[config.mk]
export PLATFORM = sky130hd
export DESIGN_NAME = mmio_out_port_flat
export DESIGN_NICKNAME = d
export VERILOG_FILES = /design/src/rtl/mmio_pkg.sv /design/src/rtl/mmio_out_port_if.sv /design/src/rtl/sync_fifo.sv /design/src/rtl/mmio_out_port.sv /design/src/flat_wrapper.sv
export SDC_FILE = /design/constraint.sdc
export NUM_CORES = 1
export LEC_CHECK = 0
export CORE_MARGIN = 8
export CORE_UTILIZATION = 45
export CTS_CLUSTER_DIAMETER = 80
export DETAILED_ROUTE_END_ITERATION = 8
export DONT_BUFFER_PORTS = 1
export PLACE_DENSITY = 0.62
export SLEW_MARGIN = 10
export SYNTH_ARGS = -nofsm -noshare
export SYNTH_HDL_FRONTEND = slang
export SYNTH_HIERARCHICAL = 1
export SYNTH_SLANG_ARGS = --single-unit
[constraint.sdc]
create_clock -name clk -period 8.3 [get_ports clk]
set_clock_uncertainty 0.05 [all_clocks]
set_input_delay 0.83 -clock clk [delete_from_list [all_inputs] [get_ports clk]]
set_output_delay 0.83 -clock clk [all_outputs]
set_load 0.05 [all_outputs]
[src/rtl/mmio_pkg.sv]
// Register offsets and bit positions for the memory-mapped output port.
package mmio_pkg;

  localparam logic [1:0] OFF_TXDATA = 2'd0;
  localparam logic [1:0] OFF_STATUS = 2'd1;
  localparam logic [1:0] OFF_CTRL   = 2'd2;
  localparam logic [1:0] OFF_EXIT   = 2'd3;

  localparam int ST_COUNT_W = 3;
  localparam int ST_EMPTY   = 3;
  localparam int ST_FULL    = 4;
  localparam int ST_OVF     = 5;
  localparam int ST_DONE    = 6;

  localparam int CTRL_FLUSH  = 0;
  localparam int CTRL_CLROVF = 1;

endpackage

[src/rtl/mmio_out_port_if.sv]
// CPU data-bus side plus outbound stream of the MMIO output port.
interface mmio_out_port_if #(
  parameter int N = 16,
  parameter int A = 16
);
  logic         memwrite;
  logic [A-1:0] dataadr;
  logic [N-1:0] writedata;
  logic         hit;
  logic [N-1:0] readdata;
  logic         out_valid;
  logic [N-1:0] out_data;
  logic         out_ready;
  logic         done;
  logic [N-1:0] done_code;

  modport master (
    output memwrite, dataadr, writedata, out_ready,
    input  hit, readdata, out_valid, out_data, done, done_code
  );

  modport slave (
    input  memwrite, dataadr, writedata, out_ready,
    output hit, readdata, out_valid, out_data, done, done_code
  );
endinterface

[src/rtl/sync_fifo.sv]
// Synchronous FIFO with separate occupancy counter and flush; 1-cycle write-to-read latency.
// Push when full is accepted only with a concurrent pop; pop when empty is ignored.
module sync_fifo #(
  parameter int N     = 16,
  parameter int DEPTH = 4,
  localparam int PW   = $clog2(DEPTH),
  localparam int CW   = PW + 1
) (
  input  logic          clk,
  input  logic          reset,
  input  logic          push,
  input  logic          pop,
  input  logic          flush,
  input  logic [N-1:0]  din,
  output logic [N-1:0]  dout,
  output logic [CW-1:0] count,
  output logic          full,
  output logic          empty
);

  logic [N-1:0]  mem [DEPTH];
  logic [PW-1:0] wr_ptr, rd_ptr;
  logic          do_push, do_pop;

  assign empty   = (count == '0);
  assign full    = (count == CW'(DEPTH));
  assign do_pop  = pop & ~empty;
  assign do_push = push & (~full | do_pop);
  // Gating on empty makes out_data read 0 the instant reset clears count.
  assign dout    = empty ? '0 : mem[rd_ptr];

  always_ff @(posedge clk) begin
    if (do_push && !flush) mem[wr_ptr] <= din;
  end

  always_ff @(posedge clk or negedge reset) begin
    if (!reset) begin
      wr_ptr <= '0;
      rd_ptr <= '0;
      count  <= '0;
    end else if (flush) begin
      wr_ptr <= '0;
      rd_ptr <= '0;
      count  <= '0;
    end else begin
      if (do_push) wr_ptr <= wr_ptr + PW'(1);
      if (do_pop)  rd_ptr <= rd_ptr + PW'(1);
      case ({do_push, do_pop})
        2'b10:   count <= count + CW'(1);
        2'b01:   count <= count - CW'(1);
        default: count <= count;
      endcase
    end
  end

endmodule

[src/rtl/mmio_out_port.sv]
// MMIO output peripheral: TXDATA FIFO, STATUS, CTRL and sticky EXIT registers in a 4-word window.
// Stored data appears on out_data one cycle after the store; held stable while out_ready is low.
module mmio_out_port
  import mmio_pkg::*;
#(
  parameter int           N     = 16,
  parameter int           A     = 16,
  parameter logic [A-1:0] BASE  = A'(16'hFF00),
  parameter int           DEPTH = 4,
  localparam int          CW    = $clog2(DEPTH) + 1
) (
  input logic             clk,
  input logic             reset,
  mmio_out_port_if.slave  bus
);

  logic [1:0]    offset;
  logic          wr_hit, push, pop, flush, clr_ovf, exit_wr;
  logic          fifo_full, fifo_empty, overflow, done_q;
  logic [CW-1:0] fifo_count;
  logic [N-1:0]  done_code_q, status;

  assign offset  = bus.dataadr[1:0];
  assign bus.hit = (bus.dataadr[A-1:2] == BASE[A-1:2]);
  assign wr_hit  = bus.memwrite & bus.hit;
  assign push    = wr_hit && (offset == OFF_TXDATA);
  assign exit_wr = wr_hit && (offset == OFF_EXIT);
  assign flush   = wr_hit && (offset == OFF_CTRL) && bus.writedata[CTRL_FLUSH];
  assign clr_ovf = wr_hit && (offset == OFF_CTRL) && bus.writedata[CTRL_CLROVF];
  assign pop     = bus.out_ready & ~fifo_empty;

  sync_fifo #(.N(N), .DEPTH(DEPTH)) u_fifo (
    .clk   (clk),
    .reset (reset),
    .push  (push),
    .pop   (pop),
    .flush (flush),
    .din   (bus.writedata),
    .dout  (bus.out_data),
    .count (fifo_count),
    .full  (fifo_full),
    .empty (fifo_empty)
  );

  assign bus.out_valid = ~fifo_empty;
  assign bus.done      = done_q;
  assign bus.done_code = done_code_q;

  always_ff @(posedge clk or negedge reset) begin
    if (!reset) begin
      overflow <= 1'b0;
    end else if (clr_ovf) begin
      overflow <= 1'b0;
    end else if (push && fifo_full && !pop) begin
      overflow <= 1'b1;
    end
  end

  // Only the first EXIT store is recorded; the code is the program's final verdict.
  always_ff @(posedge clk or negedge reset) begin
    if (!reset) begin
      done_q      <= 1'b0;
      done_code_q <= '0;
    end else if (exit_wr && !done_q) begin
      done_q      <= 1'b1;
      done_code_q <= bus.writedata;
    end
  end

  always_comb begin
    status                   = '0;
    status[ST_COUNT_W-1:0]   = ST_COUNT_W'(fifo_count);
    status[ST_EMPTY]         = fifo_empty;
    status[ST_FULL]          = fifo_full;
    status[ST_OVF]           = overflow;
    status[ST_DONE]          = done_q;
  end

  assign bus.readdata = (bus.hit && (offset == OFF_STATUS)) ? status : '0;

endmodule

[src/flat_wrapper.sv]
// flat-port wrapper written by rule: the top's interface ports become plain ports
module mmio_out_port_flat import mmio_pkg::*;
#(
  parameter int           N     = 16,
  parameter int           A     = 16,
  parameter logic [A-1:0] BASE  = A'(16'hFF00),
  parameter int           DEPTH = 4,
  localparam int          CW    = $clog2(DEPTH) + 1
)
  (clk, reset, bus_memwrite, bus_dataadr, bus_writedata, bus_out_ready, bus_hit, bus_readdata, bus_out_valid, bus_out_data, bus_done, bus_done_code);
  mmio_out_port_if #(.N(N), .A(A)) bus_i ();
  input logic clk;
  input logic reset;
  input wire logic [$bits(bus_i.memwrite)-1:0] bus_memwrite;
  input wire logic [$bits(bus_i.dataadr)-1:0] bus_dataadr;
  input wire logic [$bits(bus_i.writedata)-1:0] bus_writedata;
  input wire logic [$bits(bus_i.out_ready)-1:0] bus_out_ready;
  output wire logic [$bits(bus_i.hit)-1:0] bus_hit;
  output wire logic [$bits(bus_i.readdata)-1:0] bus_readdata;
  output wire logic [$bits(bus_i.out_valid)-1:0] bus_out_valid;
  output wire logic [$bits(bus_i.out_data)-1:0] bus_out_data;
  output wire logic [$bits(bus_i.done)-1:0] bus_done;
  output wire logic [$bits(bus_i.done_code)-1:0] bus_done_code;
  assign bus_i.memwrite = bus_memwrite;
  assign bus_i.dataadr = bus_dataadr;
  assign bus_i.writedata = bus_writedata;
  assign bus_i.out_ready = bus_out_ready;
  assign bus_hit = bus_i.hit;
  assign bus_readdata = bus_i.readdata;
  assign bus_out_valid = bus_i.out_valid;
  assign bus_out_data = bus_i.out_data;
  assign bus_done = bus_i.done;
  assign bus_done_code = bus_i.done_code;
  mmio_out_port #(.N(N), .A(A), .BASE(BASE), .DEPTH(DEPTH)) u_core (.clk(clk), .reset(reset), .bus(bus_i));
endmodule
# Yosys cells after proc, flatten, opt, wreduce, memory -nomap -nowiden
# Memory sizes are Yosys's and may differ from the RTL's.
# Index checks and enable logic that the tools add are counted.
word_totals:
  out_inout_bits: 51
  ramBits: 64
  romBits: 0
  input_bits: 36
  latch_bits: 0
  n_memories: 1
  elab_cells: 56
  regBits: 25
op_classes:
  n_shift: 0
  mul: 0
  div_mod_pow: 0
  n_eq_ne: 7
  bitwise: 7
  order_cmp: 0
  n_reduce_logical: 19
  n_addsub: 4
  n_mux: 12
mem_list:
  columns: ["name", "depth", "word_bits", "read_ports", "rd_clocked_by_memory_dff", "wr", "line_no", "source"]
  rows:
  - ["u_core.u_fifo.mem", 4, 16, 1, 0, 1, "sync_fifo.sv:21", "logic [N-1:0] mem [DEPTH];"]
ops:
  columns: ["op", "count"]
  rows:
  - ["$mux 16", 1]
  - ["$eq 14x14->1 const B", 1]
  - ["$logic_and 1x1->1", 10]
  - ["$mux 2", 4]
  - ["$mux 7", 1]
  - ["$eq 2x2->1 const B", 3]
  - ["$pmux 3 s2", 1]
  - ["$reduce_bool 2->1", 3]
  - ["$add 2x1->2 const B", 2]
  - ["$and 1x1->1", 4]
  - ["$eq 2x1->1 const B", 2]
  - ["$mux 1", 4]
  - ["$add 3x1->3 const B", 1]
  - ["$eq 3x3->1 const B", 1]
  - ["$logic_not 1->1", 3]
  - ["$logic_not 3->1", 1]
  - ["$mux 3", 1]
  - ["$reduce_bool 3->1", 1]
  - ["$sub 3x1->3 const B", 1]
  - ["$logic_not 2->1", 1]
  - ["$not 1->1", 2]
  - ["$or 1x1->1", 1]

# Depth between registers and ports, before layout
depth:
  depth_word: 9
  depth_mapped: 10

# Cells and area by module
# The synthesis kept the hierarchy.
by_module_without_submodules:
  columns: ["module", "instances", "area_each_um2", "seq_area_each_um2", "cells_each"]
  rows:
  - ["sync_fifo", 1, 3106.7, 2097.0, 166]
  - ["mmio_out_port", 1, 953.4, 450.4, 72]

# Worst setup path after synthesis
# No wires, ideal clock.
synth_timing:
  path_type: "input to output"
  from: "in bus_dataadr[3]"
  to: "out bus_readdata[0]"
  cell_stages: 4
  setup_slack_ns: 4.573
  arrival_ns: 2.847
  cell_sequence: "or4_4 -> nor4_4 -> and3b_1 -> and2_1"
synth_between:
  elab_chain_len: 3
synth_rtl:
  columns: ["item", "line_no", "source"]
  rows:
  - ["start, declared", "flat_wrapper.sv:15", "input wire logic [$bits(bus_i.dataadr)-1:0] bus_dataadr;"]
  - ["$eq 14x14->1", "mmio_out_port.sv:24", "assign bus.hit = (bus.dataadr[A-1:2] == BASE[A-1:2]);"]
  - ["via bus_hit", "flat_wrapper.sv:18", "output wire logic [$bits(bus_i.hit)-1:0] bus_hit;"]
  - ["$logic_and 1x1->1", "mmio_out_port.sv:79", "assign bus.readdata = (bus.hit && (offset == OFF_STATUS)) ? status : '0;"]
  - ["$mux 7", "mmio_out_port.sv:79", null]
  - ["end, declared", "flat_wrapper.sv:19", "output wire logic [$bits(bus_i.readdata)-1:0] bus_readdata;"]
# The timed path passes the listed nets, and every way through them passes these cells.

# Final worst setup path
layout_timing:
  from: "in bus_dataadr[3]"
  to: "out bus_readdata[1]"
# The elaborated chain is that of the path after synthesis.

==> metrics.sh <==
RUN_STATUS='finished, final reports clean'
YS_FF_LATCH=89
MAX-CLOCK-PATH-BUFFERS=2
CORE_REGION_AREA_UM2=8720
HOLDWS_NS=0.105
CLOCK_LATENCY_NS=0.35
WORST_HOLD_PATH_TYPE='primary input to async pin'
GRT_PASS1_VIAS=2159
DETAIL_ROUTE.VIAS_PER_CELL=5.53
CTS.ROOT.BUFFER_CELL='sky130_fd_sc_hd__clkbuf_8'
ANTENNA_FOUND_INITIAL=0
SYN_AREA_UM2=4060
TOTALWIRELENGTH_UM=7540
NUMPORTBUFFERS=0
POSTCTSRESIZEDCELLS=0
MIN_PERIOD_NS=3.84
PATH_MAX_FANOUT=7
FINALWEIGHTEDCONGESTION=0.774
FMAX_GHz=0.261
POST_DP_CELL_AREA_UM2=4080
FINAL-SEQ-AREA_UM2=2550
ROWS=34
CAP_VIOLATIONS=0
DETAILROUTE.VIA_COUNT=1942
NUMBER_OF_ENABLE_TYPE_REGISTER_CELLS_IN_THE_SYNTHESIZED_NETLIST=64
GRT_PASS1_WL_UM=12100
CTS_MADE_BUFFERS=9
DRCVIOLATIONCOUNT=0
FLOORPLAN.DIE.WIDTH_UM=111
MULTIINPUTGATEAREA_UM2=1370
YS.FLOP_TYPE='sky130_fd_sc_hd__edfxtp_1'
RSZ0062_AT_GRT='false'
YOSYS.CELL_TYPES.COUNT=54
MOST-COMMON-LAYOUT-CELLS='64 x sky130_fd_sc_hd__edfxtp_1, 25 x sky130_fd_sc_hd__dfrtp_1, 15 x sky130_fd_sc_hd__nor2b_1'
SYNTH-SEQ-AREA-SHARE_PCT=62.7
BOUNDARYPINS=87
FINAL.SETUP.TNS_NS=0
CP_DATA_REQUIRED_TIME_NS=7.42
CTS.HTREE.LEVELS=3
SETUP.WORST_PATH.START_CLASS='primary input'
FILL_CELLS=722
DETAILEDROUTE.FIRSTPASSITERATIONCOUNT=4
HPWLAFTERDP_UM=5010
NETS=279
DRT.ANTENNA.VIOLATING_NETS=0
LAYOUT-DRIVE-GT1-SHARE_PCT=25.5
GRT_USE_TOTAL_PCT=12.6
NUM_ANTENNA_CELLS=0
POWER-PER-CELL-AREA_nW_PER_UM2=309
LAYOUT_WORST_PATH_CYCLE_SHARE_PCT=46.2
FINAL_COMMON_CELL='sky130_fd_sc_hd__edfxtp_1'
FINALSETUPVIOLATIONS=0
TIGHTESTPINTRANSITION_NS=1.09
AREA_GROWTH_PCT=5.49
CP.ARRIVAL_NS=2.96
TIMING.RR.END='u_core/u_fifo/mem[2][6]$_DFFE_PP_'
REG2REGPATHDEPTH=5
FINAL_NUMBER_OF_HOLD_VIOLATING_ENDPOINTS=0
IR_WORST_VDD_mV=0.220
CRIT_TYPE='primary input to primary output'
SYNTHARSTFLOPSHARE_PCT=28.1
ELEMENT_TYPE_AT_THE_CRITICAL_PATH_END='primary output'
CTS_HOLD_BUF=0
CLOCK-SINKS=89
CTS_TREE='built'
R2R_SLACK_NS=5.15
INITIAL_CORE_UTIL_PCT=46.6
FINAL_INSTANCE_AREA_UM2=4280
CELL_COUNT_AFTER_SYNTHESIS=238
REGTOREGSTARTPOINT='u_core/u_fifo/count[0]$_DFFE_PN0P_'
DRT_INITIAL_VIOLATIONS=96
CTS.REPORTEDPATHS.CLKPINSLEW_NS=0.10
CTS.REPAIR_TIMING.SETUP_BUFFER_COUNT=0
FLOORPLAN.DIE_AREA_UM2=12300
SYN-MEAN-INSTANCE-AREA_UM2=17.1
TIMING.SLEW.HEADROOM_PCT=27.6
GRT_START_MAX_NET_PINS=26
DRT-WIRELENGTH-PER-CELL_UM=21.5
LEAKAGEPOWER_uW=0.00161
DRV_SLEW=0
YS.WARNINGS.COUNT=6
GR-TOTAL-OVERFLOW=0
FP.DIEH_UM=111
-- area by class of cell --
| cell class | instances | share of cell area (%) |
|---|---|---|
| timing repair buffer | 1 | 0.175 |
| inverter | 6 | 0.526 |
| sequential | 89 | 59.5 |
| clock inverter | 7 | 1.84 |
| multi-input combinational | 131 | 31.9 |
| tap | 108 | 3.16 |
| clock buffer | 9 | 2.89 |
-- how the worst max path moves through the flow --
stage | slack [ns] | cells past startpoint | start | to
2_1_floorplan | 4.57 | 4 | bus_dataadr[3] | bus_readdata[0]
3_3_place_gp | 4.26 | 6 | bus_dataadr[3] | u_core/u_fifo/mem[3][6]$_DFFE_PP_
3_5_place_dp | 4.12 | 6 | bus_dataadr[3] | u_core/u_fifo/mem[0][14]$_DFFE_PP_
4_1_cts | 4.46 | 4 | bus_dataadr[3] | bus_readdata[0]
5_1_grt | 4.17 | 6 | bus_dataadr[3] | u_core/u_fifo/mem[0][7]$_DFFE_PP_
6_report | 4.46 | 4 | bus_dataadr[3] | bus_readdata[1]
-- sequential cells by signal, summed over array words and instances (netlist names) --
register and count:
u_core/bus.done_code 16, u_core/u_fifo/rd_ptr 2, u_core/u_fifo/count 3, u_core/bus.done 1, u_core/overflow 1, u_core/u_fifo/wr_ptr 2, u_core/u_fifo/mem 64
-- through the flow --
stage / utilization [%] / setup WS (ns) / total power, µW / instances
floorplan: - / 4.57 / 1010 / 246
global placement: 46.8 / 4.26 / 1040 / 335
detailed placement: 46.8 / 4.12 / 1040 / 335
CTS: 49.1 / 4.46 / 1340 / 351
global route: 49.1 / 4.17 / 1390 / 351
finish: 49.1 / 4.46 / 1320 / 351
-- worst max-delay path: stages --
cell and delay [ns]:
sky130_fd_sc_hd__or4_4 0.53, sky130_fd_sc_hd__nor4_4 0.75, sky130_fd_sc_hd__and3b_1 0.36, sky130_fd_sc_hd__and2_1 0.48
-- Yosys cell counts, drive strengths merged (2+ instances only) --
library cell  instances  area [µm²]
a2111oi               2        25.0
a211oi                2        15.0
a21oi                 3        15.0
and2                 12        75.1
and3                  2        12.5
and3b                 2        17.5
buf                  20         159
dfrtp                25         626
edfxtp               64        1920
ha                    4        50.1
inv                   6        22.5
mux2                 16         214
mux4                 16         368
nand2b                2        12.5
nand4                 2        27.5
nor2                  4        15.0
nor2b                23         204
nor3                  3        20.0
nor4                  2        27.5
nor4b                 2        23.8
o21ai                 4        20.0
xor2                  2        17.5
-- power by group --
group | total, µW | switching (µW) | internal (µW)
Sequential | 557 | 70.1 | 487
Clock | 297 | 155 | 142
Combinational | 468 | 308 | 160
-- cells by family after synthesis --
family / synth area share [%]
buf+inv: 4.47
other cells: 0.0924
xor+xnor: 0.432
flops: 62.7
compound gates: 3.39
simple gates: 12.6
fa+ha+maj: 1.73
mux: 14.6
-- routing by layer --
metal,GRT usage (%),vias to the layer above,wire (µm)
met5,0,-,0
met4,4.59,0,96
met3,5.57,7,572
met2,19.9,66,3600
met1,14.9,987,3270
li1,-,882,-
Note: power is estimated with default switching activity, not from simulation.
